--- src/rtl/tracesys_capture_demux.sv ---
// tracesys_capture_demux
//   Splits one Avalon-ST packet stream back into per-source streams. The
//   channel on the SOP beat picks the output port for the whole packet.
//   Packets whose channel has no port are swallowed and counted. Each
//   output has a one-entry registered buffer, so data reaches an output
//   one cycle after it is accepted.
//
// Ports
//   clk, reset_n        clock, asynchronous active-low reset
//   in_*                input stream (valid/ready, data, SOP/EOP, empty, channel)
//   out_*               NUM_OUTPUTS output streams, port i in slice i of each bus
//   drop_count          dropped-packet count, saturates at 16'hFFFF
//   sop_error           single-cycle pulse for each framing-error beat
//
// state | meaning
// IDLE  | between packets, waiting for an SOP beat
// ROUTE | inside a packet that goes to the latched port
// DROP  | inside a packet whose channel has no port; beats are discarded

module tracesys_capture_demux #(
    parameter int DATA_WIDTH    = 32,
    parameter int EMPTY_WIDTH   = 2,
    parameter int CHANNEL_WIDTH = 2,
    parameter int NUM_OUTPUTS   = 3
) (
    input  logic                               clk,
    input  logic                               reset_n,
    input  logic                               in_valid,
    output logic                               in_ready,
    input  logic [DATA_WIDTH-1:0]              in_data,
    input  logic                               in_startofpacket,
    input  logic                               in_endofpacket,
    input  logic [EMPTY_WIDTH-1:0]             in_empty,
    input  logic [CHANNEL_WIDTH-1:0]           in_channel,
    output logic [NUM_OUTPUTS-1:0]             out_valid,
    input  logic [NUM_OUTPUTS-1:0]             out_ready,
    output logic [NUM_OUTPUTS*DATA_WIDTH-1:0]  out_data,
    output logic [NUM_OUTPUTS-1:0]             out_startofpacket,
    output logic [NUM_OUTPUTS-1:0]             out_endofpacket,
    output logic [NUM_OUTPUTS*EMPTY_WIDTH-1:0] out_empty,
    output logic [15:0]                        drop_count,
    output logic                               sop_error
);

    typedef enum logic [1:0] {IDLE, ROUTE, DROP} state_t;

    // One extra bit so NUM_OUTPUTS == 2**CHANNEL_WIDTH still compares correctly.
    localparam logic [CHANNEL_WIDTH:0] NUM_OUT_W = (CHANNEL_WIDTH + 1)'(NUM_OUTPUTS);

    state_t                   state, state_nxt;
    logic [CHANNEL_WIDTH-1:0] ch_q, ch_nxt, tgt;
    logic                     ch_ok, routed, accept, serr_nxt, drop_inc;
    logic [NUM_OUTPUTS-1:0]   sel, load;

    always_comb begin
        state_nxt = state;
        ch_nxt    = ch_q;
        in_ready  = 1'b1;
        serr_nxt  = 1'b0;
        drop_inc  = 1'b0;
        load      = '0;
        sel       = '0;

        tgt    = in_startofpacket ? in_channel : ch_q;
        ch_ok  = ({1'b0, in_channel} < NUM_OUT_W);
        routed = in_startofpacket ? ch_ok : (state == ROUTE);

        // One-hot port select; an out-of-range tgt simply selects nothing.
        for (int i = 0; i < NUM_OUTPUTS; i++) begin
            sel[i] = (tgt == CHANNEL_WIDTH'(i));
        end

        // Routed beats wait only on their own port; discarded beats never wait.
        if (routed) begin
            in_ready = |(sel & (out_ready | ~out_valid));
        end

        accept = in_valid && in_ready;

        if (accept) begin
            if (routed) begin
                load = sel;
            end
            if (in_startofpacket) begin
                // An SOP inside a packet abandons that packet and starts a new one.
                serr_nxt = (state != IDLE);
                if (ch_ok) begin
                    ch_nxt = in_channel;
                end
                if (in_endofpacket) begin
                    state_nxt = IDLE;
                    drop_inc  = !ch_ok;
                end else begin
                    state_nxt = ch_ok ? ROUTE : DROP;
                end
            end else begin
                case (state)
                    IDLE: serr_nxt = 1'b1;
                    ROUTE, DROP: begin
                        if (in_endofpacket) begin
                            state_nxt = IDLE;
                            drop_inc  = (state == DROP);
                        end
                    end
                    default: state_nxt = IDLE;
                endcase
            end
        end
    end

    always_ff @(posedge clk or negedge reset_n) begin
        if (!reset_n) begin
            state      <= IDLE;
            ch_q       <= '0;
            sop_error  <= 1'b0;
            drop_count <= '0;
        end else begin
            state     <= state_nxt;
            ch_q      <= ch_nxt;
            sop_error <= serr_nxt;
            if (drop_inc && (drop_count != 16'hFFFF)) begin
                drop_count <= drop_count + 16'd1;
            end
        end
    end

    // Output buffers: a load wins over a drain, which gives full throughput
    // when a full port is being read in the same cycle.
    always_ff @(posedge clk or negedge reset_n) begin
        if (!reset_n) begin
            out_valid         <= '0;
            out_data          <= '0;
            out_startofpacket <= '0;
            out_endofpacket   <= '0;
            out_empty         <= '0;
        end else begin
            for (int i = 0; i < NUM_OUTPUTS; i++) begin
                if (load[i]) begin
                    out_valid[i]                          <= 1'b1;
                    out_data[i*DATA_WIDTH +: DATA_WIDTH]   <= in_data;
                    out_startofpacket[i]                  <= in_startofpacket;
                    out_endofpacket[i]                    <= in_endofpacket;
                    out_empty[i*EMPTY_WIDTH +: EMPTY_WIDTH] <= in_empty;
                end else if (out_ready[i]) begin
                    out_valid[i] <= 1'b0;
                end
            end
        end
    end

endmodule

--- config.mk ---
export PLATFORM = sky130hd
export DESIGN_NAME = tracesys_capture_demux
export DESIGN_NICKNAME = d
export VERILOG_FILES = /design/src/rtl/tracesys_capture_demux.sv
export SDC_FILE = /design/constraint.sdc
export NUM_CORES = 1
export LEC_CHECK = 0
export ABC_AREA = 1
export CORE_MARGIN = 4
export CORE_UTILIZATION = 34
export CTS_CLUSTER_SIZE = 12
export DETAILED_ROUTE_END_ITERATION = 10
export GPL_ROUTABILITY_DRIVEN = 0
export PLACE_DENSITY = 0.62
export SLEW_MARGIN = 20
export SYNTH_ARGS = -nofsm -noshare
export SYNTH_HDL_FRONTEND = slang
export SYNTH_SLANG_ARGS = --single-unit
--- constraint.sdc ---
create_clock -name clk -period 2.55 [get_ports clk]
set_clock_uncertainty 0.1 [all_clocks]
set_input_delay 0.3825 -clock clk [delete_from_list [all_inputs] [get_ports clk]]
set_output_delay 0.3825 -clock clk [all_outputs]
set_load 0.1 [all_outputs]
==> flow_summary_export.csv, run 1 <==
group,metric,value,unit
run_status,outcome,"finished clean",
placed_design,hpwl,12100,um
logic_synthesis,synthSimpleGateAreaFrac,35.7,%
worst_hold_path,worst_hold_path_type,"reg -> reg",
timing,finalSetupViolations,0,
logic_synthesis,synth_compound_area_share,0.360,%
logic_synthesis,yosysSeqAreaShare,56.0,%
clocking,clk_path_buf_depth,2,
worst_setup_path,cp_slowest_stage_delay,390,ps
die,initial_core_util,35.1,%
clocking,htreeDepth,4,
die,dieArea,19500,sq um
worst_setup_path,cpMostUsedCell,"nand2_1",
clocking,cts_sinks,132,
finish,diodes,0,
logic_synthesis,syn_nets,734,
timing,worst_pin_slew,645,ps
worst_setup_path,start_kind,"input pin",
worst_setup_path,cp_slowest_cell,"clkdlybuf4s50_1",
clocking,clk_pin_slew_worst_paths,60,ps
clocking,post_cts_buffers,0,
logic_synthesis,synth_xor_xnor_area_share,1.48,%
route,wirelength,17600,um
die,num_rows,47,
route,vias_per_cell,4.82,
timing,finalCritPeriodShare,91.0,%
worst_setup_path,path_class,"in -> out",
timing,post-route-min-period,2320,ps
clocking,ctsHoldBuffers,1,
grt,grt_pass1_vias,5156,
worst_setup_path,end_kind,"output port",
logic_synthesis,yosysUniqueCellTypes,26,
finish,syn_to_final_growth,41.9,%
worst_setup_path,cp_data_arrival_time,1840,ps
worst_setup_path,cp_top_family,"buffers and inverters",
clocking,clock_latency,410,ps
logic_synthesis,synth_cells,685,
worst_setup_path,r2r_cells,10,
finish,nNetsFinal,915,
finish,final_common_cell,"nand2_1",
placed_design,io_buffers,172,
grt,grt-ovfl-total,0,
finish,most-common-layout-cells,"302 x nand2_1, 142 x buf_4, 129 x dfrtp_1",
die,io_pins,173,
logic_synthesis,synth_fa_ha_area_share,1.06,%
worst_setup_path,startpoint,"in_startofpacket",
timing,finalSetupTns,0,ps
worst_setup_path,crit_end,"in_ready",
route,wl_per_cell,16.0,um
clocking,cts_tree,"done",
logic_synthesis,synth_top_family_by_area,"simple AND/OR/NAND/NOR gates",
route,drt_pass1_iterations,4,
clocking,cts_root_buf,"clkbuf_16",
worst_setup_path,path_buf_inv,5,
die,die_w,140,um
logic_synthesis,ys_seq_elements,132,
route,drcViolationCount,0,
worst_setup_path,worstPathRequired,2070,ps
worst_setup_path,cp_max_fo,9,
grt,track_usage,18.0,%
worst_hold_path,hold_start,"out_data[36]",
route,num_vias,5292,
worst_setup_path,critical_path_depth,10,
die,die_y,140,um
clocking,cts_resized,0,
timing,grt_setup_unrepaired,"false",
grt,grt_pass1_wl,28200,um
worst_setup_path,rr_startpoint,"state[0]",
grt,antenna_found_initial,0,
die,core_region_area,16800,sq um
worst_setup_path,rr_endpoint,"out_startofpacket[2]",
worst_setup_path,r2r_slack,590,ps
timing,fmax,431,MHz
timing,maxSlewViolCount,0,
logic_synthesis,netlist_area,5900,sq um
logic_synthesis,muxShareOfSynthArea,0,%
route,drt_iter0_markers,299,
logic_synthesis,synth.avg_cell_area,8.61,sq um
route,drtAntennaViolNets,0,
worst_setup_path,worstPathCellList,"clkdlybuf4s50_1 -> buf_4 -> inv_6 -> nand2_1 -> nand2_2 -> nand3_1 -> nand2_1 -> inv_1 -> nand2_1 -> buf_12",
finish,layout-drive-gt1-share,23.5,%
timing,finalHoldViolCount,0,
clocking,cts_made_buffers,17,
grt,grt_max_degree,66,
run,cap_violations,0,
timing,timing.slew.headroom,57.0,%
logic_synthesis,ys_warn_count,0,
flip-flops by register name, indices dropped and copies added (netlist names):
name               flops
out_empty              6
out_endofpacket        3
out_valid              3
sop_error              1
out_data              96
ch_q                   2
drop_count            16
state                  2
out_startofpacket      3
per-stage QoR:
step	hold WS (ps)	worst slack, ps	instance area [sq um]	util [%]	instances
final	371	230	8370	49.8	1099
after global routing	384	85.8	8370	49.8	1099
after CTS	375	216	8370	49.8	1099
after detailed placement	337	34.1	7680	45.7	1066
after global placement	336	104	7680	45.7	1066
after floorplan	-13.1	17.9	5900	-	685
tightest hold or removal path, cell delays in order (launching register included):
cell	delay [ps]
dfrtp_1	340
nand2_1	50
nand2_1	40
metal layers:
metal  track usage (%)  part of all wire [%]  vias to the layer above  wire length, um
li1                  -                     -                     2577                -
met5                 0                     0                        -                0
met1              24.8                    47                     2543             8220
met4              4.64                   1.2                        0              206
met3              4.29                   5.8                       15             1020
met2              28.6                    46                      157             8120
Yosys cell counts:
cell type    n  area [sq um]
ha_1         5          62.6
nand2_2      5          31.3
nor2_1      17          63.8
nand2_1    302          1130
buf_6        8          90.1
buf_2       23           115
xor2_1       4          35.0
a21oi_1      1          5.00
clkbuf_1     2          7.51
xnor2_1      6          52.6
o21ai_0      2          10.0
nor2_2       1          6.26
nor2_4       1          11.3
nand2_4      4          45.0
dfrtp_1    132          3300
buf_4        3          22.5
nor3b_1      1          7.51
nand4_2      1          12.5
nor3_4       4          65.1
inv_6        1          8.76
inv_2        1          3.75
nor3_1       2          10.0
nand4_1     20           125
nand3_1    119           596
a31oi_1      1          6.26
inv_1       19          71.3
how the worst min path moves through the flow:
stage	to	slack [ps]	cells past startpoint
2_1_floorplan	ch_q[0]	-10	0
3_3_place_gp	out_data[36]	340	1
3_5_place_dp	out_data[68]	340	1
4_1_cts	out_data[91]	370	2
5_1_grt	out_data[94]	380	2
6_report	out_data[36]	370	2
area by class of cell:
cell class	count	area, sq um
fill	1672	8450
clock buffer	20	457
clock inverter	12	224
tap	220	275
inverter	21	83.8
multi-input combinational	496	2280
timing repair buffer	198	1750
sequential	132	3310
cells by family (layout without fill, tap and decap cells):
group | count (synthesis) | count (layout)
xor gates and xnor gates | 10 | 10
adders and majority gates | 5 | 5
AOI/OAI and AO/OA | 4 | 4
buffers and inverters | 57 | 251
DFF | 132 | 132
and+or+nand+nor | 477 | 477
Power of run 1 is left out: the tool's default activity adds up to more than one toggle a clock period on the data nets, which glitch-free logic cannot reach.
==> inputs of run 2 (changes only) <==
Settings changed: PLACE_DENSITY 0.62 to unset, RECOVER_POWER set to 50.
==> run 2 against run 1 <==
First-iteration DRC count grew 0.67%. Setup slack is essentially flat. Cell count shrank 0.36%. Core utilization shrank 2.5 points. Critical path type unchanged. Largest cell class unchanged.
==> flow_summary_export.csv, run 2 (synthesis results as in run 1) <==
group,metric,value,unit
run_status,outcome,"finished clean",
worst_hold_path,worst_hold_path_type,"reg -> reg",
finish,utilization,47.2,%
die,core_region_area,16800,sq um
route,wirelength,17800,um
grt,grt_max_degree,75,
finish,largest_registers,"out_data: 96 flops, drop_count: 16 flops, out_empty: 6 flops",
worst_setup_path,cp_slowest_cell,"clkdlybuf4s50_1",
route,drtAntennaViolNets,0,
finish,layout-drive-gt1-share,15.7,%
grt,grt_pass1_wl,29200,um
route,wl_per_cell,16.3,um
timing,finalCritPeriodShare,91.0,%
finish,diodes,0,
die,io_pins,173,
worst_setup_path,path_class,"in -> out",
clocking,htreeDepth,4,
finish,most-common-layout-cells,"302 x nand2_1, 129 x dfrtp_1, 119 x nand3_1",
clocking,cts_tree,"done",
die,num_rows,47,
run,cap_violations,0,
finish,nNetsFinal,912,
route,drt_pass1_iterations,5,
finish,syn_to_final_growth,34.7,%
finish,regMostFlops,"out_data",
worst_setup_path,worstPathCellList,"clkdlybuf4s50_1 -> nand2_1 -> nand2_1 -> nand2_1 -> nand2_1 -> inv_1 -> nand2_1 -> buf_12",
route,drcViolationCount,0,
timing,finalHoldViolCount,0,
placed_design,io_buffers,172,
grt,grt_pass1_vias,5283,
grt,grt-ovfl-total,0,
timing,maxSlewViolCount,0,
clocking,post_cts_buffers,0,
timing,grt_setup_unrepaired,"false",
grt,track_usage,18.6,%
worst_setup_path,start_kind,"input pin",
timing,holdWs,367,ps
timing,fmax,431,MHz
worst_setup_path,cp_max_fo,4,
route,num_vias,5245,
timing,timing.slew.headroom,15.1,%
finish,fill_cells,1750,
clocking,cts_made_buffers,17,
grt,antenna_found_initial,0,
finish,design_area,7950,sq um
clocking,clk_path_buf_depth,2,
die,die_y,140,um
timing,finalSetupViolations,0,
die,dieArea,19500,sq um
die,initial_core_util,35.1,%
die,die_w,140,um
placed_design,dp_cells,1063,
worst_setup_path,cpMostUsedCell,"nand2_1",
clocking,clock_latency,410,ps
worst_setup_path,worstPathRequired,2070,ps
timing,post-route-min-period,2320,ps
placed_design,postPlaceCellArea,7580,sq um
finish,final_common_cell,"nand2_1",
route,vias_per_cell,4.79,
finish,largest_reg_flops,96,
clocking,cts_sinks,132,
clocking,clk_pin_slew_worst_paths,50,ps
route,drt_iter0_markers,301,
finish,fin_cells,1095,
timing,worst_pin_slew,1280,ps
worst_setup_path,cp_data_arrival_time,1840,ps
clocking,cts_root_buf,"clkbuf_16",
worst_setup_path,end_kind,"output port",
worst_setup_path,cp_slowest_stage_delay,540,ps
placed_design,hpwl,12200,um
[run 2: routing by layer]
layer	global-route usage (%)	routed length, um
met5	0	0
met4	4.03	149
met3	5.08	1130
met2	29.9	8390
met1	25.2	8160
[run 2: path summary, 6_finish.rpt]
path                                     from                  to  slack [ps]  cells past startpoint
setup / recovery                in_channel[0]            in_ready         230                      8
max in group asynchronous             reset_n        out_data[15]         450                      3
hold / removal             out_endofpacket[1]  out_endofpacket[1]         370                      2
setup reg to reg                     state[1]        out_data[88]         580                     10
min in group asynchronous             reset_n        out_data[37]         650                      2
hold reg to reg            out_endofpacket[1]  out_endofpacket[1]         370                      2
[run 2: final cells by class]
type / count / area (sq um) / area share [%]
Inverter: 21 / 83.8 / 1.05
Clock inverter: 10 / 156 / 1.97
Timing Repair Buffer: 195 / 1400 / 17.6
Clock buffer: 21 / 450 / 5.67
Sequential cell: 132 / 3310 / 41.6
Tap cell: 220 / 275 / 3.46
Multi-Input combinational cell: 496 / 2280 / 28.7
[run 2: per-stage QoR]
step	setup TNS [ps]	setup WS (ps)
global route	0	76.8
floorplan	0	17.9
global placement	-4.66	-4.66
finish	0	230
CTS	0	88.8
detailed placement	-1050	-54.0
[run 2: critical path: cells and delay by family]
family	cells	cell delay (ps)
buffers and inverters	3	800
and+or+nand+nor	5	650
[run 2: what timing repair did]
action / 4_1_cts / 5_1_grt
gates resized for setup: 0 / 1
hold endpoints to repair: 46 / 0
hold buffers: 1 / 0
setup endpoints to repair: 0 / 1
Power of run 2 is left out for the same reason.
